### src/rtl/nios_mtl_sysid_pkg.sv
// Shared types and constants for the system-ID sequencer/arbiter.
package nios_mtl_sysid_pkg;

  typedef enum logic [2:0] {
    BOOT_ID,
    BOOT_WAIT_ID,
    BOOT_WAIT_TS,
    IDLE,
    WAIT
  } state_e;

  localparam logic SYSID_ADDR_ID = 1'b0;
  localparam logic SYSID_ADDR_TS = 1'b1;

  localparam int MAX_N_REQ = 8;

endpackage

### src/rtl/nios_mtl_rr_arbiter.sv
// Combinational round-robin picker: first set request searching upward from ptr+1, with wrap.
module nios_mtl_rr_arbiter #(
  parameter int N_REQ = 2,
  parameter int IDX_W = (N_REQ > 1) ? $clog2(N_REQ) : 1
) (
  input  logic [N_REQ-1:0] req,
  input  logic [IDX_W-1:0] ptr,
  output logic [N_REQ-1:0] win_onehot,
  output logic [IDX_W-1:0] win_idx
);

  logic [IDX_W-1:0] cand_idx;

  // NOTE: every always_comb output gets a default first, so no path leaves it unassigned (no latch).
  always_comb begin
    win_onehot = '0;
    win_idx    = '0;
    cand_idx   = '0;
    // Walk from farthest to nearest so the nearest set bit after ptr is the last one written.
    for (int i = N_REQ; i >= 1; i--) begin
      cand_idx = IDX_W'((int'(ptr) + i) % N_REQ);
      if (req[cand_idx]) begin
        win_onehot           = '0;
        win_onehot[cand_idx] = 1'b1;
        win_idx              = cand_idx;
      end
    end
  end

endmodule

### src/rtl/nios_mtl_sysid_ctrl.sv
// Boot-time hardware/software ID check followed by round-robin sharing of the system-ID slave.
module nios_mtl_sysid_ctrl
  import nios_mtl_sysid_pkg::*;
#(
  parameter int          N_REQ         = 2,
  parameter int          SETTLE_CYCLES = 1,
  parameter logic [31:0] EXPECTED_ID   = 32'd1461078904,
  parameter logic [31:0] EXPECTED_TS   = 32'd0,
  parameter bit          CHECK_TS      = 1'b1
) (
  input  logic             clock,
  input  logic             reset,
  input  logic [N_REQ-1:0] req,
  input  logic [N_REQ-1:0] req_addr,
  output logic [N_REQ-1:0] gnt,
  output logic [N_REQ-1:0] rvalid,
  output logic [31:0]      rdata,
  output logic             sysid_address,
  input  logic [31:0]      sysid_readdata,
  output logic             check_done,
  output logic             id_match,
  output logic             ts_match,
  output logic             busy
);

  localparam int         IDX_W    = (N_REQ > 1) ? $clog2(N_REQ) : 1;
  localparam logic [2:0] LAST_CNT = 3'(SETTLE_CYCLES - 1);

  state_e           state_q, state_d;
  logic [2:0]       cnt_q, cnt_d;
  logic [IDX_W-1:0] ptr_q, ptr_d;
  logic [N_REQ-1:0] gnt_q, gnt_d;
  logic [N_REQ-1:0] rvalid_q, rvalid_d;
  logic [31:0]      rdata_q, rdata_d;
  logic             addr_q, addr_d;
  logic             check_done_q, check_done_d;
  logic             id_match_q, id_match_d;
  logic             ts_match_q, ts_match_d;
  logic             busy_q, busy_d;

  logic [N_REQ-1:0] win_onehot;
  logic [IDX_W-1:0] win_idx;

  nios_mtl_rr_arbiter #(
    .N_REQ (N_REQ),
    .IDX_W (IDX_W)
  ) u_arb (
    .req        (req),
    .ptr        (ptr_q),
    .win_onehot (win_onehot),
    .win_idx    (win_idx)
  );

  always_comb begin
    state_d      = state_q;
    cnt_d        = cnt_q;
    ptr_d        = ptr_q;
    gnt_d        = '0;
    rvalid_d     = '0;
    rdata_d      = rdata_q;
    addr_d       = addr_q;
    check_done_d = check_done_q;
    id_match_d   = id_match_q;
    ts_match_d   = ts_match_q;

    unique case (state_q)
      BOOT_ID: begin
        addr_d  = SYSID_ADDR_ID;
        cnt_d   = '0;
        state_d = BOOT_WAIT_ID;
      end
      BOOT_WAIT_ID: begin
        if (cnt_q == LAST_CNT) begin
          id_match_d = (sysid_readdata == EXPECTED_ID);
          addr_d     = SYSID_ADDR_TS;
          cnt_d      = '0;
          state_d    = BOOT_WAIT_TS;
        end else begin
          cnt_d = cnt_q + 3'd1;
        end
      end
      BOOT_WAIT_TS: begin
        if (cnt_q == LAST_CNT) begin
          ts_match_d   = !CHECK_TS || (sysid_readdata == EXPECTED_TS);
          check_done_d = 1'b1;
          cnt_d        = '0;
          state_d      = IDLE;
        end else begin
          cnt_d = cnt_q + 3'd1;
        end
      end
      IDLE: begin
        if (|req) begin
          gnt_d   = win_onehot;
          addr_d  = req_addr[win_idx];
          ptr_d   = win_idx;
          cnt_d   = '0;
          state_d = WAIT;
        end
      end
      WAIT: begin
        // ptr_q still names the requester whose read is in flight.
        if (cnt_q == LAST_CNT) begin
          rdata_d         = sysid_readdata;
          rvalid_d[ptr_q] = 1'b1;
          state_d         = IDLE;
        end else begin
          cnt_d = cnt_q + 3'd1;
        end
      end
      default: state_d = BOOT_ID;
    endcase

    busy_d = (state_d != IDLE);
  end

  // NOTE: state registers use non-blocking assignments so all flops update together at the edge.
  always_ff @(posedge clock or posedge reset) begin
    if (reset) begin
      state_q      <= BOOT_ID;
      cnt_q        <= '0;
      ptr_q        <= IDX_W'(N_REQ - 1);
      gnt_q        <= '0;
      rvalid_q     <= '0;
      rdata_q      <= '0;
      addr_q       <= SYSID_ADDR_ID;
      check_done_q <= 1'b0;
      id_match_q   <= 1'b0;
      ts_match_q   <= 1'b0;
      busy_q       <= 1'b1;
    end else begin
      state_q      <= state_d;
      cnt_q        <= cnt_d;
      ptr_q        <= ptr_d;
      gnt_q        <= gnt_d;
      rvalid_q     <= rvalid_d;
      rdata_q      <= rdata_d;
      addr_q       <= addr_d;
      check_done_q <= check_done_d;
      id_match_q   <= id_match_d;
      ts_match_q   <= ts_match_d;
      busy_q       <= busy_d;
    end
  end

  assign gnt           = gnt_q;
  assign rvalid        = rvalid_q;
  assign rdata         = rdata_q;
  assign sysid_address = addr_q;
  assign check_done    = check_done_q;
  assign id_match      = id_match_q;
  assign ts_match      = ts_match_q;
  assign busy          = busy_q;

endmodule

### config.mk
export PLATFORM = sky130hd
export DESIGN_NAME = nios_mtl_sysid_ctrl
export DESIGN_NICKNAME = d
export VERILOG_FILES = /design/src/rtl/nios_mtl_sysid_pkg.sv /design/src/rtl/nios_mtl_rr_arbiter.sv /design/src/rtl/nios_mtl_sysid_ctrl.sv
export SDC_FILE = /design/constraint.sdc
export NUM_CORES = 1
export LEC_CHECK = 0
export ABC_AREA = 1
export BUFFER_PORTS_ARGS = -buffer_cell sky130_fd_sc_hd__buf_2
export CORE_ASPECT_RATIO = 1.1
export CORE_MARGIN = 5
export CORE_UTILIZATION = 45
export DETAILED_ROUTE_END_ITERATION = 7
export GPL_TIMING_DRIVEN = 0
export PLACE_DENSITY = 0.79
export REMOVE_ABC_BUFFERS = 1
export SYNTH_ARGS = -nofsm -noshare
export SYNTH_HDL_FRONTEND = slang
export SYNTH_SLANG_ARGS = --single-unit
### constraint.sdc
create_clock -name clock -period 1.3 [get_ports clock]
set_input_delay 0.13 -clock clock [delete_from_list [all_inputs] [get_ports clock]]
set_output_delay 0.13 -clock clock [all_outputs]
set_load 0.005 [all_outputs]
==> results.py, run 1 <==
metrics = {
    "yosys": {
        "syn_area_per_cell_sq_um": 7.77,
        "synthArstFlopShare_pct": 100,
        "netlist_area_sq_mm": 0.00228,
        "synthDistinctLibCells": 22,
        "synth_seq_area_share_pct": 52.7,
        "synthTopCellsByArea": "dfrtp_1 (50%), nand2_1 (18%), nand3_1 (6.8%)",
        "synth_top_area_share_pct": 50.4,
        "yosysTopAreaCell": "dfrtp_1",
        "ys.warnings.count": 0,
        "syn_inst": 294,
        "synth_edf_count": 0,
        "ys_ff_latch": 48,
        "synth_flop_cell": "dfrtp_1",
    },
    "timing": {
        "tightest_slew_ns": 0.407,
        "relSlewSlack_pct": 72.8,
        "fin_ws_ns": -0.119,
        "hold_slack_ns": 0.0606,
        "fmax_ghz": 0.705,
        "slew_viol_final": 0,
        "hold_viol": 0,
        "setup_viol": 36,
        "post-route-period-util_pct": 109,
        "fin_skew_ns": 0.0113,
        "grt_setup_unrepaired": "true",
        "fin_crit_ns": 1.42,
    },
    "route": {
        "wl_per_cell_um": 14.4,
        "via_count": 2283,
        "antenna_left": 0,
        "drcViolationCount": 0,
        "drt-total-wl_mm": 6.56,
        "dr.pass1.iters": 5,
        "drtIter0Drc": 169,
        "via_per_inst": 5.02,
    },
    "power_and_ir_drop": {
        "vdd_drop_max_uv": 899,
        "power_density_mw_per_mm2": 2200,
        "leakagePower_uw": 0.00179,
    },
    "die": {
        "die_y_um": 84.7,
        "fp.coreArea_sq_mm": 0.00497,
        "ios": 79,
        "die_w_um": 77.9,
        "num_rows": 27,
        "die_area_sq_mm": 0.00660,
        "initial_utilization_pct": 46.0,
    },
    "clock_network": {
        "clock_path_buffers": 2,
        "cts_made_buffers": 5,
        "cts_tree": "done",
        "cts_root_buf": "clkbuf_8",
        "path_clk_slew_ns": 0.10,
        "insertion_delay_ns": 0.30,
        "clock_sinks": 48,
        "cts_htree_levels": 2,
    },
    "final_layout": {
        "drive_gt1_share_pct": 38.5,
        "final_nets": 436,
        "postLayoutCellArea_sq_mm": 0.00319,
        "n_antenna_cell": 0,
        "final.fill_count": 427,
        "syn_to_final_growth_pct": 39.7,
    },
    "hold_path": {
        "hold_class": "in -> reg",
    },
    "grt": {
        "grt_pass1_wl_mm": 10.0,
        "antenna_found_initial": 0,
        "grt_max_degree": 32,
        "grt.total_usage_pct": 18.8,
        "grt_overflow": 0,
        "grt_pass1_vias": 2059,
    },
    "run": {
        "drv_cap": 0,
    },
    "place": {
        "place_area_sq_mm": 0.00271,
        "dp.final_hpwl_mm": 3.93,
        "io_buffers": 78,
        "routabilityCongestion": 0.789,
    },
    "worst_setup_path": {
        "crit_type": "reg -> reg",
        "crit_path_end_kind": "flop",
        "worstSetupStartpointType": "flop",
        "critPathArrivalTime_ns": 1.61,
        "cp.required_ns": 1.49,
        "path_max_fanout": 6,
    },
    "outcome": {
        "violations": "setup timing",
        "outcome": "finished, violations left",
    },
}
## synthesized netlist by cell type (3+ instances only)
library cell and n:
nand2_1 111, dfrtp_1 46, nor2_1 34, nand3_1 31
inv_1 27, o21ai_0 16, buf_2 4, buf_6 3
## through the flow
stage	util (%)	total power, uW	setup WS, ns	std cells	TNS, ns
after floorplan	-	3880	-0.523	285	-16.65
after global placement	54.1	4770	-0.997	421	-62.43
after detailed placement	54.5	4890	-1.02	422	-37.13
after CTS	61.4	6510	-0.0639	446	-0.859
after global routing	64.2	7550	-0.175	455	-4.88
final	64.2	7010	-0.119	455	-1.66
## cells in the final DEF, fill, tap and decap left out
| cell type | netlist | layout |
|---|---|---|
| buf_2 | 4 | 78 |
| dlygate4sd3_1 | 0 | 1 |
| o21ai_2 | 0 | 4 |
| ha_1 | 2 | 1 |
| nor2_1 | 34 | 28 |
| nand4_1 | 2 | 2 |
| nor2_4 | 2 | 6 |
| o21ai_1 | 0 | 9 |
| dfrtp_2 | 0 | 2 |
| nand3_2 | 0 | 1 |
| o21ai_0 | 16 | 3 |
| dfrtp_1 | 46 | 44 |
| nand2_4 | 1 | 7 |
| buf_4 | 0 | 13 |
| xor2_1 | 1 | 1 |
| clkinvlp_4 | 0 | 2 |
| clkinv_4 | 0 | 1 |
| dfstp_2 | 2 | 2 |
| buf_12 | 0 | 4 |
| ha_4 | 0 | 1 |
| inv_1 | 27 | 19 |
| nand3b_1 | 1 | 1 |
| o21a_1 | 1 | 1 |
| a21oi_1 | 2 | 1 |
| nand2_2 | 1 | 5 |
| nor2_2 | 2 | 6 |
| inv_2 | 2 | 8 |
| clkbuf_8 | 0 | 6 |
| or2_2 | 1 | 1 |
| inv_4 | 0 | 1 |
| nand2_8 | 0 | 2 |
| a21oi_2 | 0 | 1 |
| buf_6 | 3 | 2 |
| nand3_1 | 31 | 30 |
| nand2_1 | 111 | 103 |
## worst max-delay path, cell delays in order, from the launching register on
cell and delay [ns]:
dfrtp_1 0.40, inv_2 0.10, ha_4 0.15, inv_4 0.04, nor2_4 0.14, buf_12 0.17
nand2_8 0.08, nand2_4 0.08, nor2_4 0.04, nand2_1 0.06, nand2_1 0.05
## metal layers
metal | vias up | global-route usage, % | routed length, um
met4 | 0 | 7.22 | 121
met3 | 13 | 4.08 | 453
met1 | 1058 | 23.5 | 2620
li1 | 1123 | - | -
met5 | - | 0 | 0
met2 | 89 | 31.7 | 3360
## kinds of logic (layout without fill, tap and decap cells)
kind of cell / after synthesis / after routing / share of synthesized area, %
simple gates: 186 / 192 / 34.1
flops: 48 / 48 / 52.7
buf+inv: 38 / 135 / 7.45
xor+xnor: 1 / 1 / 0.384
compound gates: 19 / 19 / 4.27
fa+ha+maj: 2 / 2 / 1.10
## final cells by class
| type | instances | area (sq um) | area share, % |
|---|---|---|---|
| flip-flops and latches | 48 | 1210 | 37.8 |
| multi-input cells | 214 | 1100 | 34.4 |
| repair buffers | 98 | 601 | 18.8 |
| inverters | 29 | 116 | 3.65 |
| clock buffers | 6 | 82.6 | 2.59 |
| well taps | 58 | 72.6 | 2.28 |
| clock inverters | 2 | 15.0 | 0.471 |
## path summary, 6_finish.rpt
kind                                         start         to  slack, ns  cells past startpoint
max in group asynchronous                    reset   rdata[1]       0.42                      4
min in group asynchronous                    reset  rdata[26]       0.38                      3
worst max-delay path                      cnt_q[0]   cnt_q[1]      -0.12                     10
worst min register to register           rdata[16]  rdata[16]       0.47                      2
worst min-delay path            sysid_readdata[16]  rdata[16]       0.06                      3
worst max register to register            cnt_q[0]   cnt_q[1]      -0.12                     10
## repair_timing
action,CTS,global route
hold buffers,1,0
pin swaps,9,14
cloned,5,1
setup buffers,10,8
endpoints found under the hold margin,15,0
setup endpoints to repair,45,46
gates resized for setup,33,26
## state kept, by name (all words and copies together), names as in the netlist
| signal | flops |
|---|---|
| cnt_q | 3 |
| rvalid | 2 |
| gnt | 2 |
| rdata | 32 |
| state_q | 3 |
| ts_match | 1 |
| check_done | 1 |
| sysid_address | 1 |
| busy | 1 |
| ptr_q | 1 |
| id_match | 1 |
## where the power goes
| group | switching, uW | internal, uW | leakage (uW) |
|---|---|---|---|
| clock network | 506 | 431 | 0.0000434 |
| logic | 2010 | 1540 | 0.00116 |
| registers | 367 | 2160 | 0.000589 |
| total | 2890 | 4130 | 0.00179 |
(Power assumes the default switching activity.)
==> run 2: changes to the inputs <==
==> constraint.sdc (replaced) <==
create_clock -name clock -period 1.3 [get_ports clock]
set_input_delay 0.065 -clock clock [delete_from_list [all_inputs] [get_ports clock]]
set_output_delay 0.065 -clock clock [all_outputs]
set_load 0.005 [all_outputs]
==> run 2 against run 1 <==
  * The flow still finishes with violations (setup timing)
  * Global-route usage is 0.067 points higher
  * Sequential cell count is the same
  * Via count up 0.48%
  * Wire length hardly changed
  * Die area unchanged
  * Setup slack got worse by 0.0019 ns
  * First-iteration DRC count grew 5.3%
  * Fmax fell by 0.13%
  * Count of clock-buffer cells in the layout is the same
  * Power hardly changed
  * Final cell count is 0.44% higher
  * Clock skew is 0.0019 ns lower
==> results.py, run 2 (synthesis results as in run 1) <==
metrics = {
    "timing": {
        "slew_viol_final": 0,
        "grt_setup_unrepaired": "true",
        "hold_slack_ns": 0.00507,
        "hold_viol": 0,
        "relSlewSlack_pct": 73.0,
        "fin_crit_ns": 1.42,
        "post-route-period-util_pct": 109,
        "fin_ws_ns": -0.121,
        "fin_skew_ns": 0.00945,
        "tightest_slew_ns": 0.404,
        "fmax_ghz": 0.704,
        "setup_viol": 37,
    },
    "worst_setup_path": {
        "crit_type": "reg -> reg",
        "critPathArrivalTime_ns": 1.61,
        "cpLargestDelayFamily": "simple AND/OR/NAND/NOR gates",
        "cp_slowest_stage_delay_ns": 0.40,
        "path_buf_inv": 3,
        "crit_path_end_kind": "flop",
        "worstSetupStartpointType": "flop",
        "path_max_fanout": 6,
        "crit_chain": "inv_2 -> ha_4 -> inv_4 -> nor2_4 -> buf_12 -> nand2_8 -> nand2_4 -> nor2_4 -> nand2_1 -> nand2_1",
        "cp_slowest_cell": "dfrtp_1",
        "cp.required_ns": 1.49,
    },
    "power_and_ir_drop": {
        "sequentialPowerShare_pct": 35.9,
        "power_density_mw_per_mm2": 2190,
        "leakagePower_uw": 0.00180,
        "vdd_drop_max_uv": 901,
        "power_uw": 7020,
        "swShare_pct": 41.1,
        "comb_power_share_pct": 50.7,
        "switching_power_uw": 2890,
        "p_int_uw": 4130,
        "pwr-share-clk_pct": 13.4,
    },
    "outcome": {
        "outcome": "finished, violations left",
        "violations": "setup timing",
    },
    "route": {
        "via_count": 2294,
        "dr.pass1.iters": 4,
        "antenna_left": 0,
        "drt-total-wl_mm": 6.56,
        "drtIter0Drc": 178,
        "drcViolationCount": 0,
        "wl_per_cell_um": 14.4,
        "via_per_inst": 5.02,
    },
    "final_layout": {
        "final_cell_mix": "nand2_1 (103), buf_2 (78), dfrtp_1 (44), nand3_1 (30), nor2_1 (28)",
        "multiInputGateArea_sq_mm": 0.00110,
        "postLayoutCellArea_sq_mm": 0.00321,
        "n_antenna_cell": 0,
        "seq_area_sq_mm": 0.00121,
        "syn_to_final_growth_pct": 40.5,
        "final_nets": 438,
        "drive_gt1_share_pct": 38.3,
        "final.fill_count": 425,
        "largest_reg_flops": 32,
        "layout_commonest_cell": "nand2_1",
        "postLayoutCoreUtil_pct": 64.6,
    },
    "clock_network": {
        "path_clk_slew_ns": 0.08,
        "clock_path_buffers": 2,
        "insertion_delay_ns": 0.30,
        "cts_root_buf": "clkbuf_8",
        "clock_sinks": 48,
        "cts_made_buffers": 5,
        "cts_htree_levels": 2,
        "cts_tree": "done",
    },
    "grt": {
        "grt_overflow": 0,
        "grt_pass1_vias": 2069,
        "grt.total_usage_pct": 18.9,
        "grt_pass1_wl_mm": 10.0,
        "grt_max_degree": 32,
        "antenna_found_initial": 0,
    },
    "die": {
        "num_rows": 27,
        "initial_utilization_pct": 46.0,
        "ios": 79,
        "die_y_um": 84.7,
        "die_w_um": 77.9,
        "die_area_sq_mm": 0.00660,
        "fp.coreArea_sq_mm": 0.00497,
    },
    "place": {
        "routabilityCongestion": 0.789,
        "io_buffers": 78,
        "place_area_sq_mm": 0.00271,
        "dp.final_hpwl_mm": 3.93,
    },
    "hold_path": {
        "hold_class": "in -> reg",
    },
    "run": {
        "drv_cap": 0,
    },
}
==> run 2: cell count changes in the layout (fill, tap and decap cells not counted), sizes merged <==
cell / previous run / this run
dlygate4sd3: 1 / 3
==> run 2: power groups by stage <==
stage          combinational [uW]  clock, uW  sequential, uW
2_1_floorplan                1320          0            2560
3_3_place_gp                 2270          0            2490
3_5_place_dp                 2370          0            2520
4_1_cts                      3070        950            2500
5_1_grt                      3900       1030            2620
6_report                     3560        939            2520
==> run 2: layout make-up <==
class,instances,share of cell area (%)
sequential,48,37.6
multi-input combinational,214,34.2
timing repair buffer,100,19.3
inverter,29,3.63
clock buffer,6,2.57
tap,58,2.26
clock inverter,2,0.468
==> run 2: timing repair <==
item,in CTS,in global routing
buffers inserted,10,8
hold buffers,3,0
gates cloned,5,1
hold endpoints to repair,17,0
pin swaps,9,14
setup endpoints to repair,45,46
resized for setup,33,26
==> run 2: layer usage <==
| metal | part of all wire [%] | wire, um | GRT usage (%) | vias to the layer above |
|---|---|---|---|---|
| li1 | - | - | - | 1128 |
| met1 | 40 | 2610 | 23.5 | 1063 |
| met2 | 51 | 3350 | 31.9 | 89 |
| met3 | 7.0 | 461 | 4.08 | 14 |
| met4 | 2.1 | 136 | 7.22 | 0 |
| met5 | 0 | 0 | 0 | - |
==> run 2: per-stage QoR <==
step	worst slack, ns	cells	setup TNS (ns)
final	-0.121	457	-1.73
after floorplan	-0.523	285	-16.65
after CTS	-0.0639	448	-0.859
after global placement	-0.997	421	-59.31
after global routing	-0.175	457	-4.89
after detailed placement	-1.02	422	-37.13
==> run 2: final timing paths <==
| kind | cells after the start | endpoint | startpoint | slack (ns) |
|---|---|---|---|---|
| min in group asynchronous | 3 | rdata[24] | reset | 0.31 |
| max in group asynchronous | 4 | rdata[1] | reset | 0.49 |
| min | 3 | gnt[0] | req[0] | 0.005 |
| max | 10 | cnt_q[1] | cnt_q[0] | -0.12 |
| min reg2reg | 2 | rdata[28] | rdata[28] | 0.47 |
| max reg2reg | 10 | cnt_q[1] | cnt_q[0] | -0.12 |
==> run 2: tightest hold or removal path, stage by stage <==
cell and delay [ns]:
buf_2 0.11, nand2_1 0.06, nor2_1 0.04
